## config.mk

```make
export PLATFORM = sky130hd
export DESIGN_NAME = l1b_bus_ctrl
export DESIGN_NICKNAME = d
export VERILOG_FILES = /design/src/rtl/l1b_pkg.sv /design/src/rtl/l1b_sync_edge.sv /design/src/rtl/l1b_bus_ctrl.sv
export SDC_FILE = /design/constraint.sdc
export NUM_CORES = 1
export LEC_CHECK = 0
export ABC_AREA = 0
export CAP_MARGIN = 20
export CORE_ASPECT_RATIO = 0.75
export CORE_UTILIZATION = 55
export CTS_BUF_LIST = sky130_fd_sc_hd__clkbuf_2 sky130_fd_sc_hd__clkbuf_4 sky130_fd_sc_hd__clkbuf_8
export CTS_CLUSTER_DIAMETER = 30
export DETAILED_ROUTE_END_ITERATION = 10
export PLACE_DENSITY = 0.93
export REMOVE_ABC_BUFFERS = 1
export SETUP_SLACK_MARGIN = 0.4
export SLEW_MARGIN = 20
export SYNTH_ARGS = -nofsm -noshare
export SYNTH_HDL_FRONTEND = slang
export SYNTH_HIERARCHICAL = 1
export SYNTH_SLANG_ARGS = --single-unit
export TNS_END_PERCENT = 5
```

## constraint.sdc

```tcl
create_clock -name hsclk -period 5.3 [get_ports hsclk]
set_input_delay 1.06 -clock hsclk [delete_from_list [all_inputs] [get_ports hsclk]]
set_output_delay 1.06 -clock hsclk [all_outputs]
set_load 0.02 [all_outputs]
```

## src/rtl/l1b_pkg.sv

```systemverilog
// Shared types and constants for the L1B bus controller: FSM states,
// the bank that routes to the host bus, and default timing parameters.
package l1b_pkg;

  typedef enum logic [2:0] {
    FLO   = 3'd0,
    FHI   = 3'd1,
    HWAIT = 3'd2,
    HHI   = 3'd3,
    HEND  = 3'd4
  } l1b_state_e;

  localparam logic [7:0] HOST_BANK       = 8'h00;
  localparam int         FAST_HALF_DEF   = 2;
  localparam int         SYNC_STAGES_DEF = 2;
  localparam int         CNT_W           = 3;

  function automatic logic bus_valid(input logic vda, input logic vpa);
    return vda | vpa;
  endfunction

endpackage

```

## src/rtl/l1b_sync_edge.sv

```systemverilog
// Multi-flop synchroniser for an asynchronous level, with single-cycle
// rise and fall pulses taken from the last two stages.
module l1b_sync_edge
  import l1b_pkg::*;
#(
  parameter int STAGES = SYNC_STAGES_DEF
) (
  input  logic clk_i,
  input  logic rst_ni,
  input  logic d_i,
  output logic rise_o,
  output logic fall_o
);

  logic [STAGES-1:0] sync_q;

  // Shift the asynchronous input through the synchroniser chain.
  always_ff @(posedge clk_i or negedge rst_ni) begin
    if (!rst_ni) begin
      sync_q <= '0;
    end else begin
      sync_q <= {sync_q[STAGES-2:0], d_i};
    end
  end

  assign rise_o = sync_q[STAGES-2] & ~sync_q[STAGES-1];
  assign fall_o = ~sync_q[STAGES-2] & sync_q[STAGES-1];

endmodule

```

## src/rtl/l1b_bus_ctrl.sv

```systemverilog
// CPU clock generator and bus steering: bank 0 accesses stretch into host
// cycles locked to bbc_phi0, other banks run fast against the external SRAM.
module l1b_bus_ctrl
  import l1b_pkg::*;
#(
  parameter int FAST_HALF   = FAST_HALF_DEF,
  parameter int SYNC_STAGES = SYNC_STAGES_DEF
) (
  input  logic       hsclk,
  input  logic       resetb,
  input  logic       bbc_phi0,
  input  logic       rdy,
  input  logic       cpu_vda,
  input  logic       cpu_vpa,
  input  logic       cpu_rnw,
  input  logic       cpu_e,
  input  logic [7:0] cpu_d_in,
  output logic       cpu_ck_phi2,
  output logic       lat_en,
  output logic       bbc_rnw,
  output logic       bbc_sync,
  output logic       ram_ceb,
  output logic       ram_web,
  output logic [2:0] ram_a,
  output logic       host_busy
);

  localparam logic [CNT_W-1:0] LAST_CNT = CNT_W'(FAST_HALF - 1);

  l1b_state_e             state_q, state_d;
  logic [CNT_W-1:0]       cnt_q, cnt_d;
  logic [7:0]             bank_q, bank_d;
  logic [SYNC_STAGES-1:0] rdy_sync_q;
  logic                   rdy_s;
  logic                   phi0_rise_s, phi0_fall_s;
  logic                   valid_s, sram_sel_s, host_s;

  logic       phi2_q, phi2_d;
  logic       lat_en_q, lat_en_d;
  logic       bbc_rnw_q, bbc_rnw_d;
  logic       bbc_sync_q, bbc_sync_d;
  logic       ram_ceb_q, ram_ceb_d;
  logic       ram_web_q, ram_web_d;
  logic [2:0] ram_a_q, ram_a_d;
  logic       host_busy_q, host_busy_d;

  l1b_sync_edge #(
    .STAGES(SYNC_STAGES)
  ) u_phi0_sync (
    .clk_i (hsclk),
    .rst_ni(resetb),
    .d_i   (bbc_phi0),
    .rise_o(phi0_rise_s),
    .fall_o(phi0_fall_s)
  );

  // rdy goes through the same depth so it lines up with the phi0 fall pulse.
  always_ff @(posedge hsclk or negedge resetb) begin
    if (!resetb) begin
      rdy_sync_q <= '0;
    end else begin
      rdy_sync_q <= {rdy_sync_q[SYNC_STAGES-2:0], rdy};
    end
  end

  assign rdy_s   = rdy_sync_q[SYNC_STAGES-1];
  assign valid_s = bus_valid(cpu_vda, cpu_vpa);

  // Next state, half-phase counter and bank capture.
  always_comb begin
    state_d = state_q;
    cnt_d   = '0;
    bank_d  = bank_q;
    case (state_q)
      FLO: begin
        if (cnt_q == LAST_CNT) begin
          if (cpu_e) begin
            bank_d = 8'h00;
          end else begin
            bank_d = cpu_d_in;
          end
          if ((bank_d == HOST_BANK) && valid_s) begin
            state_d = HWAIT;
          end else begin
            state_d = FHI;
          end
        end else begin
          cnt_d = cnt_q + 3'd1;
        end
      end
      FHI: begin
        if (cnt_q == LAST_CNT) begin
          state_d = FLO;
        end else begin
          cnt_d = cnt_q + 3'd1;
        end
      end
      HWAIT: begin
        if (phi0_rise_s) begin
          state_d = HHI;
        end else begin
          state_d = HWAIT;
        end
      end
      HHI: begin
        if (phi0_fall_s && rdy_s) begin
          state_d = HEND;
        end else begin
          state_d = HHI;
        end
      end
      HEND:    state_d = FLO;
      default: state_d = FLO;
    endcase
  end

  // Output values for the coming cycle, decoded from the next state so the
  // registered outputs line up with the registered state.
  always_comb begin
    host_s     = (state_d == HWAIT) || (state_d == HHI);
    sram_sel_s = (state_d == FHI) && valid_s && (bank_d != HOST_BANK);

    phi2_d      = (state_d == FHI) || (state_d == HHI);
    lat_en_d    = (state_d == HWAIT);
    host_busy_d = host_s;
    ram_ceb_d   = ~sram_sel_s;

    if (state_d == HHI) begin
      bbc_rnw_d = cpu_rnw;
    end else begin
      bbc_rnw_d = 1'b1;
    end

    if (host_s) begin
      bbc_sync_d = cpu_vda & cpu_vpa;
    end else begin
      bbc_sync_d = 1'b0;
    end

    if (sram_sel_s) begin
      ram_a_d = bank_d[2:0];
    end else begin
      ram_a_d = 3'd0;
    end

    // The first FHI cycle lets the address settle before the write strobe.
    if (sram_sel_s && !cpu_rnw && (cnt_d != '0)) begin
      ram_web_d = 1'b0;
    end else begin
      ram_web_d = 1'b1;
    end
  end

  // State, counter, bank and output registers.
  always_ff @(posedge hsclk or negedge resetb) begin
    if (!resetb) begin
      state_q     <= FLO;
      cnt_q       <= '0;
      bank_q      <= 8'h00;
      phi2_q      <= 1'b0;
      lat_en_q    <= 1'b0;
      bbc_rnw_q   <= 1'b1;
      bbc_sync_q  <= 1'b0;
      ram_ceb_q   <= 1'b1;
      ram_web_q   <= 1'b1;
      ram_a_q     <= 3'd0;
      host_busy_q <= 1'b0;
    end else begin
      state_q     <= state_d;
      cnt_q       <= cnt_d;
      bank_q      <= bank_d;
      phi2_q      <= phi2_d;
      lat_en_q    <= lat_en_d;
      bbc_rnw_q   <= bbc_rnw_d;
      bbc_sync_q  <= bbc_sync_d;
      ram_ceb_q   <= ram_ceb_d;
      ram_web_q   <= ram_web_d;
      ram_a_q     <= ram_a_d;
      host_busy_q <= host_busy_d;
    end
  end

  assign cpu_ck_phi2 = phi2_q;
  assign lat_en      = lat_en_q;
  assign bbc_rnw     = bbc_rnw_q;
  assign bbc_sync    = bbc_sync_q;
  assign ram_ceb     = ram_ceb_q;
  assign ram_web     = ram_web_q;
  assign ram_a       = ram_a_q;
  assign host_busy   = host_busy_q;

endmodule

```

==> results of run 1 <==
==> state kept, by name (all words and copies together), names as in the netlist <==
| register | flops |
|---|---|
| bank_q | 8 |
| cnt_q | 3 |
| ram_a | 3 |
| state_q | 3 |
| rdy_sync_q | 2 |
| u_phi0_sync/sync_q | 2 |
| bbc_rnw | 1 |
| bbc_sync | 1 |
| cpu_ck_phi2 | 1 |
| host_busy | 1 |
| lat_en | 1 |
| ram_ceb | 1 |
| ram_web | 1 |
==> metrics by stage <==
| stage | instances | cell area [um2] |
|---|---|---|
| finish | 155 | 1479 |
| global placement | 151 | 1449 |
| floorplan | 101 | 1161 |
| CTS | 155 | 1479 |
| detailed placement | 151 | 1449 |
| global route | 155 | 1479 |
==> final cells by class <==
type                            instances  area (um2)  share of cell area
Clock buffer                            4       30.03             0.02030
Sequential cell                        28       704.4              0.4763
Multi-Input combinational cell         73       456.7              0.3088
Timing Repair Buffer                   26       257.7              0.1743
Tap cell                               24       30.03             0.02030
==> power groups by stage <==
stage / sequential, uW / clock, uW / combinational, uW
2_1_floorplan: 322 / 0 / 133
3_3_place_gp: 301 / 0 / 238
3_5_place_dp: 304 / 0 / 249
4_1_cts: 300 / 94.3 / 251
5_1_grt: 306 / 105 / 274
6_report: 300 / 91.1 / 253
==> layout by cell type (no fill, tap or decap), types with 2 or more instances in the layout <==
cell | Yosys | final
sky130_fd_sc_hd__a21oi_1 | 3 | 3
sky130_fd_sc_hd__nand2_1 | 8 | 8
sky130_fd_sc_hd__o21ai_1 | 3 | 3
sky130_fd_sc_hd__o21ai_0 | 11 | 11
sky130_fd_sc_hd__nor4_1 | 4 | 4
sky130_fd_sc_hd__clkbuf_4 | 0 | 4
sky130_fd_sc_hd__nand2b_1 | 9 | 9
sky130_fd_sc_hd__nand3_1 | 2 | 2
sky130_fd_sc_hd__dfrtp_1 | 25 | 25
sky130_fd_sc_hd__or2_2 | 2 | 2
sky130_fd_sc_hd__nor2b_1 | 4 | 4
sky130_fd_sc_hd__dfstp_2 | 3 | 3
sky130_fd_sc_hd__and3_1 | 2 | 2
sky130_fd_sc_hd__clkdlybuf4s50_1 | 0 | 25
sky130_fd_sc_hd__or3_1 | 2 | 2
sky130_fd_sc_hd__nor2_1 | 6 | 6
==> cell families after synthesis <==
kind of cell           Yosys count  synth area share
AND/OR/NAND/NOR                 46            0.2227
flip-flops                      28            0.5970
XOR/XNOR                         2           0.01485
buffers and inverters            3           0.01591
AO/OA/AOI/OAI                   24            0.1368
multiplexers                     1           0.01272
==> metal layers <==
metal / global-route usage / vias up
met5: 0 / -
met4: 0.04500 / 0
met3: 0.07407 / 0
met2: 0.3566 / 37
met1: 0.2920 / 411
li1: - / 425
==> final timing paths <==
kind,startpoint,endpoint,slack (ns),cells past startpoint
hold / removal,rdy_sync_q[0],rdy_sync_q[1],0.38,0
max in group asynchronous,resetb,bbc_rnw,3.90,2
setup reg to reg,cnt_q[2],ram_a[2],3.25,4
min in group asynchronous,resetb,cnt_q[1],1.10,2
setup / recovery,ram_ceb,ram_ceb,2.79,1
hold reg to reg,rdy_sync_q[0],rdy_sync_q[1],0.38,0
==> cell usage after synthesis, types with 2 or more instances <==
cell	instances	area share
sky130_fd_sc_hd__a21oi_1	3	0.013
sky130_fd_sc_hd__and3_1	2	0.011
sky130_fd_sc_hd__clkbuf_1	2	0.0064
sky130_fd_sc_hd__dfrtp_1	25	0.53
sky130_fd_sc_hd__dfstp_2	3	0.067
sky130_fd_sc_hd__nand2_1	8	0.025
sky130_fd_sc_hd__nand2b_1	9	0.048
sky130_fd_sc_hd__nand3_1	2	0.0085
sky130_fd_sc_hd__nor2_1	6	0.019
sky130_fd_sc_hd__nor2b_1	4	0.021
sky130_fd_sc_hd__nor4_1	4	0.021
sky130_fd_sc_hd__o21ai_0	11	0.047
sky130_fd_sc_hd__o21ai_1	3	0.013
sky130_fd_sc_hd__or2_2	2	0.011
sky130_fd_sc_hd__or3_1	2	0.011
==> summary.txt, run 1 <==
Status
  • Result of the run: complete, but fails checks
  • Failing checks: DRC

Power
  • Switching share of total power: 0.3520
  • Design internal power: 417.4 uW
  • Clk network pwr share: 0.141
  • Power per unit of standard cell area: 435.5 mW/mm2
  • Leakage: 0.0006174 uW
  • Post-layout power: around 640 uW
  • Logic gate share of total power: 0.393
  • NetSw: 226.7 uW
  • Max rail drop VDD: 338.6 uV
  • Seq pwr share: 0.465

Timing
  • Worst max-slew margin expressed relative to the limit: 0.6087
  • Crit path setup slack, layout: 2.792 ns
  • Sum of negative setup slack: 0 ns
  • Pins Over Slew Limit: 0
  • Final clock skew: around 0.0073 ns
  • Final critical delay including setup and external delays: 2.508 ns
  • Least-Margin Pin Slew: 0.5870 ns
  • Worst hold margin: around 0.38 ns
  • Max Clk Rate: 398.8 MHz
  • Setup repair after global routing missed its margin: false
  • Hold Fails Final Rpt: 0
  • Part of the cycle the worst path needs: 0.4732
  • Total of endpoints with negative setup slack in the final report: 0

Floorplanning
  • Area of the die: 0.002336 mm2
  • Standard-cell row count: 14
  • Die W: 55.48 um
  • Core Area: 0.002014 mm2
  • Die span in y: 42.11 um
  • Starting density of the core: 0.5857
  • I/O pin cnt: 26

Critical path
  • Worst Path Required: 4.24 ns
  • Type of element capturing the critical path: output pin
  • CP cell instances: clkdlybuf4s50_1
  • Worst path buffer plus inverter count: 1
  • CP max FO: 1
  • Slowest stage cell, crit path: sky130_fd_sc_hd__clkdlybuf4s50_1
  • Family with the most delay on the worst path: buffers and inverters
  • Start-to-end type of the worst setup path: flop to output pin
  • Nature of the critical path startpoint: flop
  • Peak per-stage delay on the critical path: 0.59 ns
  • Worst EP arrival: 1.45 ns

Synthesis
  • Mean area per synthesized cell: about 11 um2
  • Warning count from the yosys run: 6
  • Synth Cell Area: about 0.0012 mm2
  • Sequential cell area fraction in the yosys report: 0.5970
  • Number of enable-type register cells in the synthesized netlist: 0
  • Count of distinct cell types in the synthesized netlist: 33
  • FF+latch count, synth: 28
  • Proportion of register bits with asynchronous set or reset after synthesis: 1.000
  • Predominant post-synthesis flop cell: sky130_fd_sc_hd__dfrtp_1
  • Instance count of the mapped netlist: around 100

Global route
  • Number of global-route vias before repair: 831
  • Initial antenna violation count: 0
  • Wire length of the first global-routing pass: around 3800 um
  • Total Routing Usage GR: 0.2196
  • Pin count of the biggest net entering global routing: 29
  • Total overflow reported by the global router: 0

Placement
  • RD Place Congestion: 0.8625
  • Input/output buffers: 25
  • Post-detail-place hpwl: ~1800 um
  • Worst slack at placement: 2.497 ns

Detailed routing
  • Top layer reached by signal wires: met3
  • Met2 wire len: 1148 um
  • Routed met3 length: 126 um
  • Final routed wirelength across all metal layers: 2311 um
  • DRC violations left: 1
  • Met1 layer wirelength in the final routing: 1036 um
  • Vias per std cell: 5.632
  • Number of nets still failing antenna checks after routing: 0
  • Total via count after detailed routing: 873
  • Average wire length per cell after detail routing: roughly 15 um
  • DRC violation total after the first TritonRoute iteration: 35
  • Count of TritonRoute iterations in the first routing pass: 7

Cells and area
  • Area Overhead vs Synth: 25.34%
  • Filler instances: 147
  • Final core occ: 0.7342
  • Antenna diode count: 0
  • Post-layout nets: around 150
  • Fraction of layout cells with a size suffix above 1: 0.1145

Clocking
  • Post-CTS Setup Bufs: 0
  • H-tree levels: 1
  • Clock Sink Count: 28
  • Number of buffers added to fix hold violations after cts: 0
  • Clock insertion delay at the later pin of the skew report: 0.32 ns
  • Clock input transition at the sequential cells of the worst setup and hold paths: 0.14 ns
  • TritonCTS clock tree: done
  • Cell at the root of the clock tree: sky130_fd_sc_hd__clkbuf_4
  • Post-CTS resize count: 0
  • Buffer depth of the longest clock path: 2
  • Total clock buffers created by CTS: 3

Hold path
  • Worst hold path class: flop to flop

Job
  • Maximum capacitance violations: 0
Note: power is estimated with default switching activity, not from simulation.
==> run 2: changes to the inputs <==
--- a/config.mk
+++ b/config.mk
@@ -8,11 +8,11 @@
 export ABC_AREA = 0
 export CAP_MARGIN = 20
 export CORE_ASPECT_RATIO = 0.75
-export CORE_UTILIZATION = 55
+export CORE_UTILIZATION = 46
 export CTS_BUF_LIST = sky130_fd_sc_hd__clkbuf_2 sky130_fd_sc_hd__clkbuf_4 sky130_fd_sc_hd__clkbuf_8
 export CTS_CLUSTER_DIAMETER = 30
 export DETAILED_ROUTE_END_ITERATION = 10
-export PLACE_DENSITY = 0.93
+export PLACE_DENSITY = 0.84
 export REMOVE_ABC_BUFFERS = 1
 export SETUP_SLACK_MARGIN = 0.4
 export SLEW_MARGIN = 20
==> constraint.sdc (replaced) <==
create_clock -name hsclk -period 2.1 [get_ports hsclk]
set_input_delay 0.42 -clock hsclk [delete_from_list [all_inputs] [get_ports hsclk]]
set_output_delay 0.42 -clock hsclk [all_outputs]
set_load 0.02 [all_outputs]
==> summary.txt, run 2 (synthesis results as in run 1) <==
Critical path
  • Type of element capturing the critical path: output pin
  • Startpoint of the most critical setup path: ram_web
  • Family with the most delay on the worst path: buffers and inverters
  • Worst path buffer plus inverter count: 1 (unchanged)
  • Reg-to-reg critical path startpoint: state_q[2]
  • CP cell instances: clkdlybuf4s50_1
  • Slowest stage cell, crit path: sky130_fd_sc_hd__clkdlybuf4s50_1
  • CP max FO: 1 (unchanged)
  • Worst Path Required: 1.68 ns (-2.56 ns)
  • Worst EP arrival: 1.44 ns (about the same)
  • Start-to-end type of the worst setup path: flop to output pin
  • Peak per-stage delay on the critical path: 0.59 ns (about the same)
  • Nature of the critical path startpoint: flop

Timing
  • Least-Margin Pin Slew: 0.4363 ns (-0.1507 ns)
  • Final clock skew: 0.001856 ns (-0.005460 ns)
  • Final critical delay including setup and external delays: 1.862 ns
  • Setup repair after global routing missed its margin: true
  • Hold Fails Final Rpt: 0 (unchanged)
  • Worst max-slew margin expressed relative to the limit: 0.7081 (+0.09939)
  • Max Clk Rate: 537.2 MHz
  • Part of the cycle the worst path needs: 0.8865
  • Total of endpoints with negative setup slack in the final report: 0 (unchanged)
  • Pins Over Slew Limit: 0 (unchanged)
  • Sum of negative setup slack: 0 ns (unchanged)

Clocking
  • Total clock buffers created by CTS: 3 (unchanged)
  • TritonCTS clock tree: done
  • Clock Sink Count: 28 (unchanged)
  • Clock input transition at the sequential cells of the worst setup and hold paths: 0.13 ns (about the same)
  • Clock insertion delay at the later pin of the skew report: 0.32 ns (about the same)
  • H-tree levels: 1 (unchanged)
  • Post-CTS Setup Bufs: 0 (unchanged)
  • Cell at the root of the clock tree: sky130_fd_sc_hd__clkbuf_4
  • Buffer depth of the longest clock path: 2 (unchanged)

Cells and area
  • Commonest cells after routing, fill and taps aside: sky130_fd_sc_hd__dfrtp_1 (25), sky130_fd_sc_hd__clkdlybuf4s50_1 (23), sky130_fd_sc_hd__o21ai_0 (11)
  • Filler instances: 201 (+37%)
  • Flip-flop count of the largest register, all copies and words added: 8 (unchanged)
  • Post-layout nets: 153 (+3.4%)
  • Final core occ: 0.6481 (-0.08601)
  • Antenna diode count: 0 (unchanged)
  • Register area: 704.4 um2 (unchanged)
  • Largest Register: bank_q
  • Area Overhead vs Synth: 29.90%
  • Fraction of layout cells with a size suffix above 1: 0.1544 (+0.03991)
  • Most common cell after layout, fill and taps aside: sky130_fd_sc_hd__dfrtp_1
  • Area of combinational cells with multiple inputs: 459.2 um2 (+0.55%)

Job
  • Maximum capacitance violations: 0 (unchanged)

Detailed routing
  • DRC violation total after the first TritonRoute iteration: 35 (unchanged)
  • DRC violations left: 0 (-1)
  • Final routed wirelength across all metal layers: 2210 um (-4.4%)
  • Count of TritonRoute iterations in the first routing pass: 4 (-3)
  • Vias per std cell: 5.053 (-10%)
  • Total via count after detailed routing: 859 (-1.6%)
  • Average wire length per cell after detail routing: 13.00 um (-13%)
  • Number of nets still failing antenna checks after routing: 0 (unchanged)

Power
  • Leakage: 0.0006428 uW (+4.1%)
  • Max rail drop VDD: 635.5 uV (+88%)
  • Power per unit of standard cell area: 1066 mW/mm2 (+140%)

Floorplanning
  • Standard-cell row count: 15 (+1)
  • Starting density of the core: 0.4989 (-0.08677)
  • I/O pin cnt: 26 (unchanged)
  • Die W: 60.48 um (+9.0%)
  • Area of the die: 0.002774 mm2 (+19%)
  • Core Area: 0.002365 mm2 (+17%)
  • Die span in y: 45.86 um (+8.9%)

Global route
  • Total overflow reported by the global router: 0 (unchanged)
  • Initial antenna violation count: 0 (unchanged)
  • Number of global-route vias before repair: 817 (-1.7%)
  • Wire length of the first global-routing pass: 3484 um (-8.2%)
  • Total Routing Usage GR: 0.1795 (-0.04010)
  • Pin count of the biggest net entering global routing: 29 (unchanged)

Hold path
  • Worst hold path class: flop to flop
  • Worst hold start: rdy_sync_q[0]

Status
  • Result of the run: completed

Placement
  • Input/output buffers: 25 (unchanged)
  • RD Place Congestion: 0.7881 (-8.6%)
  • Post-detail-place hpwl: 1664 um (-6.1%)
run 2: area by class of cell:
cell class | count | share of cell area
Clock buffer | 4 | 0.01959
Tap cell | 34 | 0.02776
Timing Repair Buffer | 31 | 0.1935
Multi-Input combinational cell | 73 | 0.2996
Sequential cell | 28 | 0.4596
run 2: worst paths after layout:
kind | to | slack, ns | cells past startpoint
worst max register to register | ram_a[2] | 0.26 | 4
worst min register to register | rdy_sync_q[1] | 0.37 | 0
max in group asynchronous | bbc_rnw | 1.36 | 2
min in group asynchronous | bank_q[1] | 0.45 | 2
worst max-delay path | ram_web | 0.24 | 1
worst min-delay path | rdy_sync_q[1] | 0.37 | 0
run 2: repair_timing:
item,4_1_cts,5_1_grt
endpoints found under the hold margin,0,0
setup endpoints to repair,23,20
resized for setup,2,1
hold buffers,0,0
run 2: through the flow:
stage	setup slack, ns	hold slack [ns]	instances	instance area [um2]	total power (uW)
5_1_grt	0.1965	0.3885	170	1533	1738
4_1_cts	0.2240	0.3730	170	1530	1648
3_5_place_dp	0.06786	0.3419	166	1499	1401
3_3_place_gp	0.08810	0.3353	166	1499	1380
2_1_floorplan	0.2162	0.1244	101	1161	1150
6_report	0.2384	0.3681	170	1533	1633
run 2: per-layer routing:
layer / wire length (um) / GRT usage / vias up
li1: - / - / 435
met1: 1057 / 0.2284 / 399
met2: 1033 / 0.2857 / 23
met3: 109 / 0.06818 / 2
met4: 9 / 0.05455 / 0
met5: 0 / 0 / -
run 2: power breakdown:
group | internal (uW) | switching, uW | total [uW]
Sequential | 681 | 79.9 | 761
Combinational | 299 | 344 | 643
Clock | 87.4 | 142 | 229
